--- src/rtl/img_pkg.sv ---
// Shared types and timing presets for the image stream source.
// Holds the default pixel width, standard raster timings and the source FSM states.
package img_pkg;

    localparam int DW_DEF = 8;

    typedef struct packed {
        int h_active;
        int h_fp;
        int h_sync;
        int h_bp;
        int v_active;
        int v_fp;
        int v_sync;
        int v_bp;
    } timing_t;

    localparam timing_t T_640X480  = '{640, 16, 96, 48, 480, 10, 2, 33};
    localparam timing_t T_1280X720 = '{1280, 110, 40, 220, 720, 5, 5, 20};

    typedef enum logic {
        ST_IDLE = 1'b0,
        ST_RUN  = 1'b1
    } state_e;

endpackage

--- src/rtl/img_timing_cnt.sv ---
// Raster h/v counters with combinational region decode (act/hs/vs, frame origin, last-of-frame).
// Zero latency decode; counters free-run while run is high and sit at 0 otherwise, never stalled.
module img_timing_cnt #(
    parameter int H_ACTIVE = 640,
    parameter int H_FP     = 16,
    parameter int H_SYNC   = 96,
    parameter int H_BP     = 48,
    parameter int V_ACTIVE = 480,
    parameter int V_FP     = 10,
    parameter int V_SYNC   = 2,
    parameter int V_BP     = 33
) (
    input  logic clk,
    input  logic rst,
    input  logic run,
    output logic act,
    output logic hs,
    output logic vs,
    output logic first,
    output logic last
);

    localparam int H_TOTAL = H_ACTIVE + H_FP + H_SYNC + H_BP;
    localparam int V_TOTAL = V_ACTIVE + V_FP + V_SYNC + V_BP;
    localparam int HW      = $clog2(H_TOTAL);
    localparam int VW      = $clog2(V_TOTAL);

    logic [HW-1:0] h_cnt;
    logic [VW-1:0] v_cnt;
    logic          h_last;
    logic          v_last;

    assign h_last = (32'(h_cnt) == H_TOTAL - 1);
    assign v_last = (32'(v_cnt) == V_TOTAL - 1);

    always_ff @(posedge clk or posedge rst) begin
        if (rst) begin
            h_cnt <= '0;
            v_cnt <= '0;
        end else if (!run) begin
            h_cnt <= '0;
            v_cnt <= '0;
        end else if (h_last) begin
            h_cnt <= '0;
            v_cnt <= v_last ? '0 : v_cnt + VW'(1);
        end else begin
            h_cnt <= h_cnt + HW'(1);
        end
    end

    // vsync covers whole lines, so it only looks at v_cnt
    assign act   = run && (32'(h_cnt) < H_ACTIVE) && (32'(v_cnt) < V_ACTIVE);
    assign hs    = run && (32'(h_cnt) >= H_ACTIVE + H_FP) && (32'(h_cnt) < H_ACTIVE + H_FP + H_SYNC);
    assign vs    = run && (32'(v_cnt) >= V_ACTIVE + V_FP) && (32'(v_cnt) < V_ACTIVE + V_FP + V_SYNC);
    assign first = run && (h_cnt == '0) && (v_cnt == '0);
    assign last  = run && h_last && v_last;

endmodule

--- src/rtl/img_stream_gen.sv ---
// Video stream source: raster timing plus pixels pulled from a valid/ready upstream.
// One register stage to img_*; pix_ready is pure raster (never waits on pix_valid), gaps become 0-data slots and set sticky underflow.
module img_stream_gen
    import img_pkg::*;
#(
    parameter int H_ACTIVE = T_640X480.h_active,
    parameter int H_FP     = T_640X480.h_fp,
    parameter int H_SYNC   = T_640X480.h_sync,
    parameter int H_BP     = T_640X480.h_bp,
    parameter int V_ACTIVE = T_640X480.v_active,
    parameter int V_FP     = T_640X480.v_fp,
    parameter int V_SYNC   = T_640X480.v_sync,
    parameter int V_BP     = T_640X480.v_bp,
    parameter int DW       = DW_DEF
) (
    input  logic          clk,
    input  logic          rst,
    input  logic          en,
    input  logic          pix_valid,
    input  logic [DW-1:0] pix_data,
    output logic          pix_ready,
    output logic          img_vsync,
    output logic          img_hsync,
    output logic          img_valid,
    output logic [DW-1:0] img_data,
    output logic          frame_start,
    output logic          underflow,
    input  logic          underflow_clr
);

    state_e state;
    state_e state_nx;
    logic   run;
    logic   act;
    logic   hs;
    logic   vs;
    logic   first;
    logic   last;
    logic   uf_set;

    img_timing_cnt #(
        .H_ACTIVE (H_ACTIVE),
        .H_FP     (H_FP),
        .H_SYNC   (H_SYNC),
        .H_BP     (H_BP),
        .V_ACTIVE (V_ACTIVE),
        .V_FP     (V_FP),
        .V_SYNC   (V_SYNC),
        .V_BP     (V_BP)
    ) u_timing (
        .clk   (clk),
        .rst   (rst),
        .run   (run),
        .act   (act),
        .hs    (hs),
        .vs    (vs),
        .first (first),
        .last  (last)
    );

    always_ff @(posedge clk or posedge rst) begin
        if (rst) begin
            state <= ST_IDLE;
        end else begin
            state <= state_nx;
        end
    end

    // en only matters at the frame boundary so a frame is never cut short
    always_comb begin
        state_nx = state;
        case (state)
            ST_IDLE: if (en) state_nx = ST_RUN;
            ST_RUN:  if (last && !en) state_nx = ST_IDLE;
            default: state_nx = ST_IDLE;
        endcase
    end

    always_comb begin
        run = (state == ST_RUN);
    end

    assign pix_ready = act;
    assign uf_set    = act && !pix_valid;

    always_ff @(posedge clk or posedge rst) begin
        if (rst) begin
            img_vsync   <= 1'b0;
            img_hsync   <= 1'b0;
            img_valid   <= 1'b0;
            img_data    <= '0;
            frame_start <= 1'b0;
            underflow   <= 1'b0;
        end else begin
            img_vsync   <= vs;
            img_hsync   <= hs;
            img_valid   <= act;
            img_data    <= (act && pix_valid) ? pix_data : '0;
            frame_start <= act && first;
            if (uf_set) begin
                underflow <= 1'b1;
            end else if (underflow_clr) begin
                underflow <= 1'b0;
            end
        end
    end

endmodule
--- config.mk ---
export PLATFORM = sky130hd
export DESIGN_NAME = img_stream_gen
export DESIGN_NICKNAME = d
export VERILOG_FILES = /design/src/rtl/img_pkg.sv /design/src/rtl/img_timing_cnt.sv /design/src/rtl/img_stream_gen.sv
export SDC_FILE = /design/constraint.sdc
export NUM_CORES = 1
export LEC_CHECK = 0
export BUFFER_PORTS_ARGS = -buffer_cell sky130_fd_sc_hd__buf_2
export CORE_UTILIZATION = 50
export DETAILED_ROUTE_END_ITERATION = 8
export GPL_ROUTABILITY_DRIVEN = 0
export PLACE_DENSITY = 0.75
export SYNTH_ARGS = -nofsm -noshare
export SYNTH_HDL_FRONTEND = slang
export SYNTH_SLANG_ARGS = --single-unit
--- constraint.sdc ---
create_clock -name clk -period 1.6 [get_ports clk]
set_clock_uncertainty 0.1 [all_clocks]
set_input_delay 0.32 -clock clk [delete_from_list [all_inputs] [get_ports clk]]
set_output_delay 0.32 -clock clk [all_outputs]
set_load 0.02 [all_outputs]
[Yosys cells after proc, flatten, opt, wreduce, memory -nomap -nowiden]
Cells that the tools add are included.
Word-level totals
  bits in registers: 34
  bits of input ports: 13
  output and inout bits: 14
  logic and storage cells: 51
Operators by class
  add/subtract/negate cells: 2
  $lt $le $gt $ge: 6
  equal/unequal tests: 3
  muxes and demuxes: 11
  bitwise gates (word level): 1
  reduce and logical (&&, ||, !) cells: 19
Operators with widths (number)
  two-way mux 10 bit: 5
  adder 10 x 1 -> 10 bit, second input constant: 2
  == test 10 bit, second input constant: 2
  logical NOT 10 bit: 2
  less-than comparator 10 bit, second input constant: 2
  less-than comparator 10 x 9 -> 1 bit, second input constant: 2
  logical AND 1 bit: 14
  >= comparator 10 bit, second input constant: 1
  >= comparator 10 x 9 -> 1 bit, second input constant: 1
  two-way mux 8 bit: 1
  two-way mux 1 bit: 4
  logical NOT 1 bit: 2
  inequality test 2 x 1 -> 1 bit, second input constant: 1
  one-hot mux 1 bit (2 select lines): 1
  nonzero test 2 bit: 1
  inverter 1 bit: 1

[Logic depth before layout (Yosys ltp)]
Gate-level depths: netlist of the first run.
  depth after elaboration: 6
  depth in mapped cells: 7
  depth with buffers taken out: 6

[By module]
A second synthesis of the first run with hierarchy kept.
Second synthesis, totals
  cell total of the unflattened synthesis: 167
  area total of the unflattened synthesis: 1691.6 µm²
Modules (own cells, without submodules)
  img_timing_cnt: times used 1, cells each 138, area an instance 1248.7 µm², seq. area each 500.5 µm²
  img_stream_gen: times used 1, cells each 29, area an instance 442.9 µm², seq. area each 350.3 µm²

[Least setup slack after synthesis of the first run]
OpenSTA, ideal clock, no wires.
  path kind: register to register
  start point: reg u_timing.h_cnt[0]
  end point: reg u_timing.v_cnt[2]
  library setup time: 0.137 ns
  data arrival time: 1.433 ns
  required time: 1.363 ns
  setup slack: -0.070 ns
  stages on the path, launching flop included: 8
  path buffers: 2
  period minus slack after synthesis: 1.670 ns
  cells stage by stage: dfrtp_1 ha_1 and4_4 and4b_1 buf_6 buf_12 a21oi_1 a31oi_1
Between the ends
  word-level cells in the longest chain between the ends: 2
Ends and longest elaborated chain
  from (decl): RTL line img_timing_cnt.sv:28  | logic [HW-1:0] h_cnt;
  from (signal assigned): RTL line img_timing_cnt.sv:47  | h_cnt <= h_cnt + HW'(1);
  == test 10 bit: RTL line img_timing_cnt.sv:33  | assign h_last = (32'(h_cnt) == H_TOTAL - 1);
  inequality test 2 x 1 -> 1 bit (no line)
  to (signal assigned): RTL line img_timing_cnt.sv:45  | v_cnt <= v_last ? '0 : v_cnt + VW'(1);
  to (decl): RTL line img_timing_cnt.sv:29  | logic [VW-1:0] v_cnt;
No other way between the ends.
A chain may end at the register's enable or synchronous reset.

[Final worst setup path of the first run]
  start point: reg u_timing.v_cnt[5]
  end point: out pix_ready
Between the ends
  word-level cells in the longest chain between the ends: 2
Ends and longest elaborated chain
  less-than comparator 10 x 9 -> 1 bit: RTL line img_timing_cnt.sv:52  | assign act = run && (32'(h_cnt) < H_ACTIVE) && (32'(v_cnt) < V_ACTIVE);
  logical AND 1 bit: RTL line img_timing_cnt.sv:52
  to (decl): RTL line img_stream_gen.sv:21  | output logic pix_ready,
No other way between the ends.

==> summary.md, run 1 <==
| Metric | Value |
|---|---|
| PnR Total Power | `1.44 mW` |
| Core Rows | `20` |
| Fin crit period | `1.78 ns` |
| Sequential share of the synthesized area | `50.9%` |
| Chip height | `59.8 um` |
| Share of layout cells above drive strength 1 | `37.4%` |
| CP arrival | `1.36 ns` |
| Number of global-route vias before repair | `1463` |
| H-tree Lvls | `2` |
| CP endpoint kind | `output port` |
| Diodes inserted | `0` |
| Unrepaired setup endpoints after global routing | `yes` |
| Setup slack after placement | `-0.0980 ns` |
| Max Fclk | `561 MHz` |
| Final Max Slew Viols | `0` |
| Power per cell area | `646 nW/um^2` |
| Mapped cell area | `1670 um^2` |
| Pleak | `1.06 nW` |
| Design Area, Final | `2230 um^2` |
| Most common cell after layout, fill and taps aside | `dfrtp_1` |
| Number of DRC markers in iteration 0 | `82` |
| Most frequent cells in the layout | `dfrtp_1, buf_4, buf_2` |
| Sequential Area | `852 um^2` |
| Data required, critical path | `1.18 ns` |
| Final worst-path cycle share | `111%` |
| Slew @ Worst Pin | `0.409 ns` |
| Die W | `59.8 um` |
| Worst skew pair latency | `0.34 ns` |
| Via Count | `1501` |
| TritonCTS buffer count | `5` |
| Global route overflow | `0` |
| Dpl hpwl | `2750 um` |
| Fin. Hold Viols | `0` |
| Compound-cell area share of the yosys netlist | `7.85%` |
| Cell Count, Final, Fillers Out | `266` |
| Violated checks | `setup timing` |
| Post-synth EDFFs | `0` |
| Hold slack final | `0.0612 ns` |
| Crit start category | `flop` |
| Mux cell area share after synthesis | `0%` |
| # port buffers | `26` |
| Setup CP Type | `reg -> out` |
| Reg clk slew, reported paths | `0.09 ns` |
| Mapped Nets | `182` |
| Synth warnings | `0` |
| Area growth syn-to-layout | `33.1%` |
| Largest family of logic cells by synthesized area | `simple AND/OR/NAND/NOR gates` |
| Crit path max fanout | `2` |
| First-pass GRT wire length | `6580 um` |
| Fin util | `71.8%` |
| Slew margin rel. | `72.7%` |
| Initial antenna violation count | `0` |
| DR pass1 iterations | `4` |
| Cells after Synth | `165` |
| Placed insts | `246` |
| Placed inst area | `1960 um^2` |
| Post-Synth Simple-Gate Area | `26.7%` |
| Starting Density | `53.9%` |
| Synth Register Bits | `34` |
| Ports | `27` |
| Deepest clock path buffer count | `2` |
| Wire per inst | `15.6 um` |
| Post-Syn Area per Cell | `10.1 um^2` |
| Post-route worst setup slack | `-0.183 ns` |
| Clock sink total | `34` |
| DR vias/cell | `5.64` |
| Total of max-cap violations | `0` |
| Core area | `3100 um^2` |
| # nets final | `238` |
| Fillers | `232` |
| Synth Area in XOR/XNOR | `4.19%` |
| Setup total negative slack | `-0.675 ns` |
| Largest net degree at the start of global routing | `35` |
| Total GRT Usage | `26.1%` |
| Async set-reset flop share out of synthesis | `100%` |
| DRC Markers | `0` |
| CTS tree | `yes` |
| Remaining antenna violation count | `0` |
| Synth Flop Type | `dfrtp_1` |
| Root Driver | `clkbuf_4` |
| Status | `finished with violations` |
| Die area | `3580 um^2` |
| Area occupied by multi-input gates | `793 um^2` |
| VDD IR max | `0.608 mV` |
| Adder-cell share of the synthesized area | `2.99%` |
| Setup violators final | `10` |
| Synth cell types | `37` |
| Hold Path Class | `in -> reg` |
| DRT Wirelength | `4160 um` |
[per-layer routing]
layer / vias to the layer above / GRT usage, % / share of wire, %
met5: - / 0 / 0
met4: 0 / 15.0 / 4.0
met3: 18 / 8.01 / 7.7
met2: 84 / 41.9 / 49
met1: 697 / 31.0 / 39
li1: 702 / - / -
[synth_stat cells (2+ instances only)]
library cell  number  area share [%]
nand4b_1           2             1.0
buf_2              4             1.2
and3_1            11             4.1
buf_6              2             1.3
a21oi_1            2            0.60
xor2_1             3             1.6
nand3b_1           3             1.3
nand4_1            7             2.6
ha_1               4             3.0
dfrtp_1           34              51
o211ai_1           5             2.2
nand3_1           11             3.3
nor2_1             9             2.0
o21ai_0            4             1.2
nand2_1            7             1.6
inv_1             11             2.5
and2_1             5             1.9
xnor2_1            5             2.6
a31oi_1            8             3.0
nor3_1             5             1.5
clkbuf_1           4            0.90
nor4_1             4             1.5
[what timing repair did]
action | CTS | global route
cloned | 2 | 0
setup endpoints to repair | 12 | 19
pin swaps | 8 | 9
buffers inserted | 4 | 6
hold buffers | 1 | 0
gates resized for setup | 18 | 9
endpoints found under the hold margin | 34 | 0
[path summary, 6_finish.rpt]
kind | start | to | slack, ns | cells past startpoint
worst max-delay path | u_timing.v_cnt[5] | pix_ready | -0.18 | 4
worst min-delay path | underflow_clr | underflow | 0.06 | 2
worst max register to register | u_timing.v_cnt[6] | u_timing.v_cnt[9] | -0.11 | 6
worst min register to register | underflow | underflow | 0.43 | 2
max in group asynchronous | rst | u_timing.h_cnt[7] | 0.56 | 4
min in group asynchronous | rst | u_timing.h_cnt[0] | 0.52 | 4
[critical path: stages, from the launching register on]
cell and delay (ns):
dfrtp_1 0.40, buf_6 0.12, nand4_1 0.12, and3b_2 0.26
buf_6 0.13
[cells by family after synthesis]
logic type,after synthesis
simple gates,75
flops,34
buf+inv,23
compound gates,21
xor+xnor,8
fa+ha+maj,4
[cell type report]
class | instances | area share (%)
clock buffer | 7 | 2.47
clock inverter | 1 | 0.225
sequential | 34 | 38.3
multi-input combinational | 109 | 35.6
timing repair buffer | 60 | 19.1
tap | 44 | 2.47
inverter | 11 | 1.85
[power breakdown]
part	switching [mW]	internal (mW)	leakage (nW)	total (mW)
combinational	0.0455	0.0278	0.584	0.0733
sequential	0.00363	0.870	0.437	0.874
clock	0.279	0.213	0.0353	0.492
[state kept, by name, indices dropped and copies added (netlist names)]
name and count:
img_valid 1, u_timing.v_cnt 10, u_timing.h_cnt 10, img_hsync 1
img_data 8, frame_start 1, run 1, img_vsync 1
underflow 1
Note: power is estimated with default switching activity, not from simulation.
==> run 2: changes to the inputs <==
--- a/config.mk
+++ b/config.mk
@@ -9,7 +9,7 @@
 export CORE_UTILIZATION = 50
 export DETAILED_ROUTE_END_ITERATION = 8
 export GPL_ROUTABILITY_DRIVEN = 0
-export PLACE_DENSITY = 0.75
+export PLACE_DENSITY = 0.77
 export SYNTH_ARGS = -nofsm -noshare
 export SYNTH_HDL_FRONTEND = slang
 export SYNTH_SLANG_ARGS = --single-unit
==> run 2 against run 1 <==
  * The run still ends with setup timing left
  * Sequential share of layout area is 1.1 points lower
  * Setup slack improved by 0.033 ns
  * Cell count rose by 1.5%
  * Count of clock-buffer cells in the layout did not move
  * Global-route usage fell by 0.73 points
  * Register-to-register slack is essentially flat
  * Maximum frequency rose by 1.9%
  * Total power is 0.14% higher
  * First-iteration DRC count up 8.5%
  * Final area up 3.2%
  * Die area stayed put
  * Largest cell class unchanged
==> summary.md, run 2 (synthesis results as in run 1) <==
| Metric | Value |
|---|---|
| Number of DRC markers in iteration 0 | `89 (+8.5%)` |
| Core Rows | `20 (unchanged)` |
| Setup total negative slack | `-0.825 ns (-0.150 ns)` |
| Crit path max fanout | `2 (unchanged)` |
| Fin. Hold Viols | `0 (unchanged)` |
| DRT Wirelength | `4070 um (-2.0%)` |
| Wire per inst | `15.1 um (-3.5%)` |
| Number of global-route vias before repair | `1492 (+2.0%)` |
| Setup slack after placement | `-0.0612 ns (+0.0368 ns)` |
| CP endpoint kind | `output port` |
| Area growth syn-to-layout | `37.4%` |
| CP max stage delay | `0.41 ns (about the same)` |
| Unrepaired setup endpoints after global routing | `yes` |
| P_sw | `330 uW (+0.50%)` |
| Most used cell, CP | `buf_6` |
| Diodes inserted | `0 (unchanged)` |
| Clock share of power | `34.3% (about the same)` |
| Starting Density | `53.9% (unchanged)` |
| Root Driver | `clkbuf_4` |
| Setup CP Type | `reg -> out` |
| Via Count | `1537 (+2.4%)` |
| H-tree Lvls | `2 (unchanged)` |
| TritonCTS buffer count | `5 (unchanged)` |
| Post-route worst setup slack | `-0.151 ns (+0.0325 ns)` |
| Sw frac | `22.9% (+0.084 points)` |
| CP arrival | `1.33 ns (-0.03 ns)` |
| Deepest clock path buffer count | `2 (unchanged)` |
| Ports | `27 (unchanged)` |
| Die W | `59.8 um (unchanged)` |
| Cell Chain, Critical Path | `buf_6, nand4_1, and3b_2, buf_6` |
| Chip height | `59.8 um (unchanged)` |
| Final Max Slew Viols | `0 (unchanged)` |
| Cell Int Power | `1.11 mW (about the same)` |
| # nets final | `242 (+1.7%)` |
| Die area | `3580 um^2 (unchanged)` |
| Max Fclk | `571 MHz (+1.9%)` |
| Largest net degree at the start of global routing | `35 (unchanged)` |
| # port buffers | `26 (unchanged)` |
| Share of layout cells above drive strength 1 | `38.5% (+1.1 points)` |
| Most frequent cells in the layout | `dfrtp_1, buf_4, buf_2` |
| Core area | `3100 um^2 (unchanged)` |
| Clock sink total | `34 (unchanged)` |
| Crit start category | `flop` |
| Most common cell after layout, fill and taps aside | `dfrtp_1` |
| DR pass1 iterations | `5 (+1)` |
| Slew @ Worst Pin | `0.418 ns (+0.00871 ns)` |
| Dpl hpwl | `2480 um (-9.7%)` |
| Reg clk slew, reported paths | `0.11 ns (+0.02 ns)` |
| Slew margin rel. | `72.1% (-0.58 points)` |
| CP bufs+invs | `2 (unchanged)` |
| Status | `finished with violations` |
| Area occupied by multi-input gates | `773 um^2 (-2.5%)` |
| PnR Total Power | `1.44 mW (+0.14%)` |
| DR vias/cell | `5.69 (+0.88%)` |
| Total of max-cap violations | `0 (unchanged)` |
| Power per cell area | `627 nW/um^2 (-3.0%)` |
| Initial antenna violation count | `0 (unchanged)` |
| Pleak | `1.10 nW (+4.3%)` |
| Worst skew pair latency | `0.33 ns (about the same)` |
| Data required, critical path | `1.18 ns (about the same)` |
| Total GRT Usage | `25.4% (-0.73 points)` |
| Fillers | `215 (-7.3%)` |
| Global route overflow | `0 (unchanged)` |
| Hold slack final | `0.0842 ns (+0.0230 ns)` |
| Final worst-path cycle share | `109% (-2.0 points)` |
| CTS tree | `yes` |
| First-pass GRT wire length | `6660 um (+1.2%)` |
| Remaining antenna violation count | `0 (unchanged)` |
| Violated checks | `setup timing` |
| DRC Markers | `0 (unchanged)` |
| Fraction of power consumed by sequential logic | `60.6% (about the same)` |
| Fin crit period | `1.75 ns (-0.0325 ns)` |
| Slowest CP cell | `dfrtp_1` |
| VDD IR max | `0.646 mV (+6.2%)` |
| Setup violators final | `13 (+3)` |
| Kind of cell adding the most delay to the critical path | `flip-flops` |
| Gate power share | `5.0% (about the same)` |
| Biggest regs | `u_timing.h_cnt: 10 flops, u_timing.v_cnt: 10 flops, img_data: 8 flops` |
| Sequential Area | `853 um^2 (+0.15%)` |
| Hold Path Class | `in -> reg` |
## run 2: power by group through the flow
| stage | sequential [mW] | combinational (mW) | clock, mW |
|---|---|---|---|
| after global routing | 0.875 | 0.0801 | 0.528 |
| after detailed placement | 0.891 | 0.0726 | 0 |
| after CTS | 0.874 | 0.0744 | 0.498 |
| after global placement | 0.890 | 0.0700 | 0 |
| final | 0.874 | 0.0723 | 0.495 |
| after floorplan | 0.907 | 0.0212 | 0 |
## run 2: worst register-to-register path, delay by kind of cell (launching register included)
family,cells,cell delay (ns)
buffers and inverters,3,0.48
AOI/OAI and AO/OA,2,0.21
and+or+nand+nor,2,0.37
DFF,1,0.41
## run 2: stage by stage
stage	area [um^2]	cells	util [%]
finish	2300	270	74.1
CTS	2270	270	73.0
global route	2300	270	74.1
detailed placement	1990	248	64.2
floorplan	1680	165	-
global placement	1990	248	64.2
## run 2: final timing paths
kind | slack, ns | end | depth (start not counted) | startpoint
max | -0.15 | pix_ready | 4 | u_timing.v_cnt[8]
min | 0.08 | underflow | 2 | underflow_clr
max reg2reg | -0.10 | u_timing.v_cnt[5] | 7 | u_timing.v_cnt[8]
min reg2reg | 0.42 | u_timing.v_cnt[9] | 1 | u_timing.v_cnt[9]
max in group asynchronous | 0.55 | u_timing.h_cnt[7] | 4 | rst
min in group asynchronous | 0.51 | img_vsync | 4 | rst
## run 2: metal layers
metal | global-route usage [%] | vias to the layer above | share of wire (%)
met4 | 9.97 | 0 | 1.7
met3 | 4.98 | 12 | 7.4
li1 | - | 707 | -
met5 | 0 | - | 0
met2 | 41.7 | 79 | 50
met1 | 33.0 | 739 | 41
## run 2: layout make-up
class                   count  area share, %
clock buffers               7           2.40
clock inverters             1          0.218
inverters                  11           1.80
multi-input cells         108           33.6
flip-flops and latches     34           37.1
well taps                  44           2.40
repair buffers             65           22.4
## run 2: timing repair
item                                   4_1_cts  5_1_grt
endpoints found under the hold margin       34        0
hold buffers                                 1        0
setup endpoints to repair                   12       19
pin swaps                                    8        9
gates cloned                                 2        0
setup buffers                               11        0
gates resized for setup                     20        8
==> run 3: changes to the inputs <==
--- a/config.mk
+++ b/config.mk
@@ -6,10 +6,10 @@
 export NUM_CORES = 1
 export LEC_CHECK = 0
 export BUFFER_PORTS_ARGS = -buffer_cell sky130_fd_sc_hd__buf_2
-export CORE_UTILIZATION = 50
+export CORE_UTILIZATION = 33
 export DETAILED_ROUTE_END_ITERATION = 8
 export GPL_ROUTABILITY_DRIVEN = 0
-export PLACE_DENSITY = 0.77
+export PLACE_DENSITY = 0.55
 export SYNTH_ARGS = -nofsm -noshare
 export SYNTH_HDL_FRONTEND = slang
 export SYNTH_SLANG_ARGS = --single-unit
==> run 3 against run 2 <==
  * The flow still finishes with violations (setup timing)
  * Combinational power fell by 0.7%
  * Sequential share of layout area rose by 2.0 points
  * Clock power rose by 31%
  * Sequential power barely moved
  * Sequential cell count did not move
  * Critical path depth did not move
  * Cell count rose by 4.8%
  * Register-to-register slack improved by 0.08 ns
  * Largest power group unchanged
  * Highest routed layer unchanged
==> summary.md, run 3 (synthesis results as in run 1) <==
| Metric | Value |
|---|---|
| Crit start category | `flop` |
| Clock sink total | `34 (unchanged)` |
| Number of DRC markers in iteration 0 | `71 (-20%)` |
| Cell Chain, Critical Path | `buf_6, nand4_1, and3b_2, buf_6` |
| Most used cell, CP | `buf_6` |
| Area occupied by multi-input gates | `723 um^2 (-6.5%)` |
| Placed inst area | `2020 um^2 (+1.4%)` |
| CP bufs+invs | `2 (unchanged)` |
| Initial antenna violation count | `0 (unchanged)` |
| PnR Total Power | `1.59 mW (+11%)` |
| Diodes inserted | `0 (unchanged)` |
| Largest net degree at the start of global routing | `35 (unchanged)` |
| Core area | `4790 um^2 (+54%)` |
| CP arrival | `1.29 ns (-0.04 ns)` |
| Ports | `27 (unchanged)` |
| Worst skew pair latency | `0.28 ns (-0.05 ns)` |
| First-pass GRT wire length | `6200 um (-6.9%)` |
| Setup CP Type | `reg -> out` |
| Deepest clock path buffer count | `2 (unchanged)` |
| Sequential Area | `852 um^2 (-0.15%)` |
| Slew margin rel. | `70.9% (-1.3 points)` |
| Dpl hpwl | `2760 um (+11%)` |
| Starting Density | `35.0% (-19 points)` |
| CP Depth | `4 (unchanged)` |
| # nets final | `232 (-4.1%)` |
| Total GRT Usage | `15.5% (-9.9 points)` |
| Slowest CP cell | `dfrtp_1` |
| Slew @ Worst Pin | `0.437 ns (+0.0191 ns)` |
| Design Area, Final | `2180 um^2 (-5.2%)` |
| Pleak | `1.04 nW (-6.0%)` |
| CTS tree | `yes` |
| Post-route worst setup slack | `-0.111 ns (+0.0395 ns)` |
| DR vias/cell | `4.93 (-13%)` |
| Fin. Hold Viols | `0 (unchanged)` |
| Core Rows | `25 (+25%)` |
| Die W | `73.2 um (+22%)` |
| TritonCTS buffer count | `5 (unchanged)` |
| Fin crit period | `1.71 ns (-0.0395 ns)` |
| Total of max-cap violations | `0 (unchanged)` |
| Chip height | `73.2 um (+22%)` |
| Most frequent cells in the layout | `dfrtp_1, buf_2, buf_4` |
| VDD IR max | `0.491 mV (-24%)` |
| H-tree Lvls | `2 (unchanged)` |
| # hold bufs at CTS | `0 (-1)` |
| Kind of cell adding the most delay to the critical path | `simple AND/OR/NAND/NOR gates` |
| Violated checks | `setup timing` |
| Final Max Slew Viols | `0 (unchanged)` |
| Area growth syn-to-layout | `30.2%` |
| Power per cell area | `732 nW/um^2 (+17%)` |
| CP endpoint kind | `output port` |
| Remaining antenna violation count | `0 (unchanged)` |
| # port buffers | `26 (unchanged)` |
| Unrepaired setup endpoints after global routing | `yes` |
| Setup violators final | `6 (-7)` |
| Die area | `5360 um^2 (+50%)` |
| FF-to-FF path depth | `6 (-1)` |
| Final worst-path cycle share | `107% (-2.5 points)` |
| Max Fclk | `584 MHz (+2.3%)` |
| CP max stage delay | `0.37 ns (-0.04 ns)` |
| Biggest regs | `u_timing.h_cnt: 10 flops, u_timing.v_cnt: 10 flops, img_data: 8 flops` |
| Root Driver | `clkbuf_8` |
| Most common cell after layout, fill and taps aside | `dfrtp_1` |
| Data required, critical path | `1.18 ns (about the same)` |
| Wire per inst | `13.6 um (-9.8%)` |
| DRT Wirelength | `3850 um (-5.5%)` |
| Global route overflow | `0 (unchanged)` |
| Crit path max fanout | `2 (unchanged)` |
| Fillers | `448 (+110%)` |
| Share of layout cells above drive strength 1 | `31.9% (-6.6 points)` |
| Status | `finished with violations` |
| DR pass1 iterations | `4 (-1)` |
| Reg clk slew, reported paths | `0.07 ns (-0.04 ns)` |
| Hold Path Class | `in -> async` |
| Number of global-route vias before repair | `1320 (-12%)` |
| Via Count | `1394 (-9.3%)` |
| DRC Markers | `0 (unchanged)` |
## run 3: changes by cell type in the layout (fill, tap and decap cells not counted), sizes merged
cell / delta
buf: -9
dlygate4sd3: -1
## run 3: final timing paths
check	from	end	slack, ns
max	u_timing.v_cnt[5]	pix_ready	-0.11
min	rst	underflow	0.02
max reg2reg	u_timing.h_cnt[1]	u_timing.v_cnt[2]	-0.02
min reg2reg	u_timing.v_cnt[9]	u_timing.v_cnt[9]	0.43
max in group asynchronous	rst	u_timing.h_cnt[7]	1.04
min in group clk	en	run	0.13
## run 3: worst register-to-register path: cells and delay by family, from the launching register on
kind / cells / cell delay (ns)
buffers and inverters: 1 / 0.15
DFF: 1 / 0.38
adders and majority gates: 1 / 0.19
and+or+nand+nor: 3 / 0.57
AOI/OAI and AO/OA: 1 / 0.17
## run 3: timing repair
action,CTS,global route
resized for setup,7,2
buffers inserted,3,1
cloned,0,0
endpoints found under the setup margin,8,12
pin swaps,3,1
## run 3: power breakdown
part / internal, mW / leakage (nW) / switching [mW]
sequential: 0.871 / 0.437 / 0.00264
clock: 0.347 / 0.0482 / 0.301
combinational: 0.0263 / 0.550 / 0.0456
total: 1.24 / 1.04 / 0.350
## run 3: routing by layer
| layer | vias up | part of all wire, % | track usage (%) | routed length [um] |
|---|---|---|---|---|
| met4 | 0 | 0.86 | 5.23 | 33 |
| li1 | 689 | - | - | - |
| met3 | 4 | 2.4 | 3.31 | 93 |
| met5 | - | 0 | 0 | 0 |
| met2 | 14 | 52 | 26.6 | 2000 |
| met1 | 687 | 45 | 19.1 | 1720 |
## run 3: final cells by class
cell class / instances / area share (%)
clock buffer: 7 / 3.96
inverter: 11 / 1.90
tap: 67 / 3.85
multi-input combinational: 108 / 33.2
sequential: 34 / 39.1
timing repair buffer: 55 / 17.7
clock inverter: 1 / 0.230
## run 3: metrics by stage
| step | instances | setup TNS, ns | setup WS [ns] | hold slack (ns) | util (%) |
|---|---|---|---|---|---|
| floorplan | 165 | -0.0604 | -0.0267 | 0.309 | - |
| global placement | 271 | 0 | 0.0264 | 0.331 | 42.2 |
| detailed placement | 271 | -0.0983 | -0.0313 | 0.341 | 42.2 |
| CTS | 282 | -0.196 | -0.128 | 0.0305 | 45.2 |
| global route | 283 | -1.14 | -0.165 | 0.0550 | 45.5 |
| finish | 283 | -0.197 | -0.111 | 0.0206 | 45.5 |
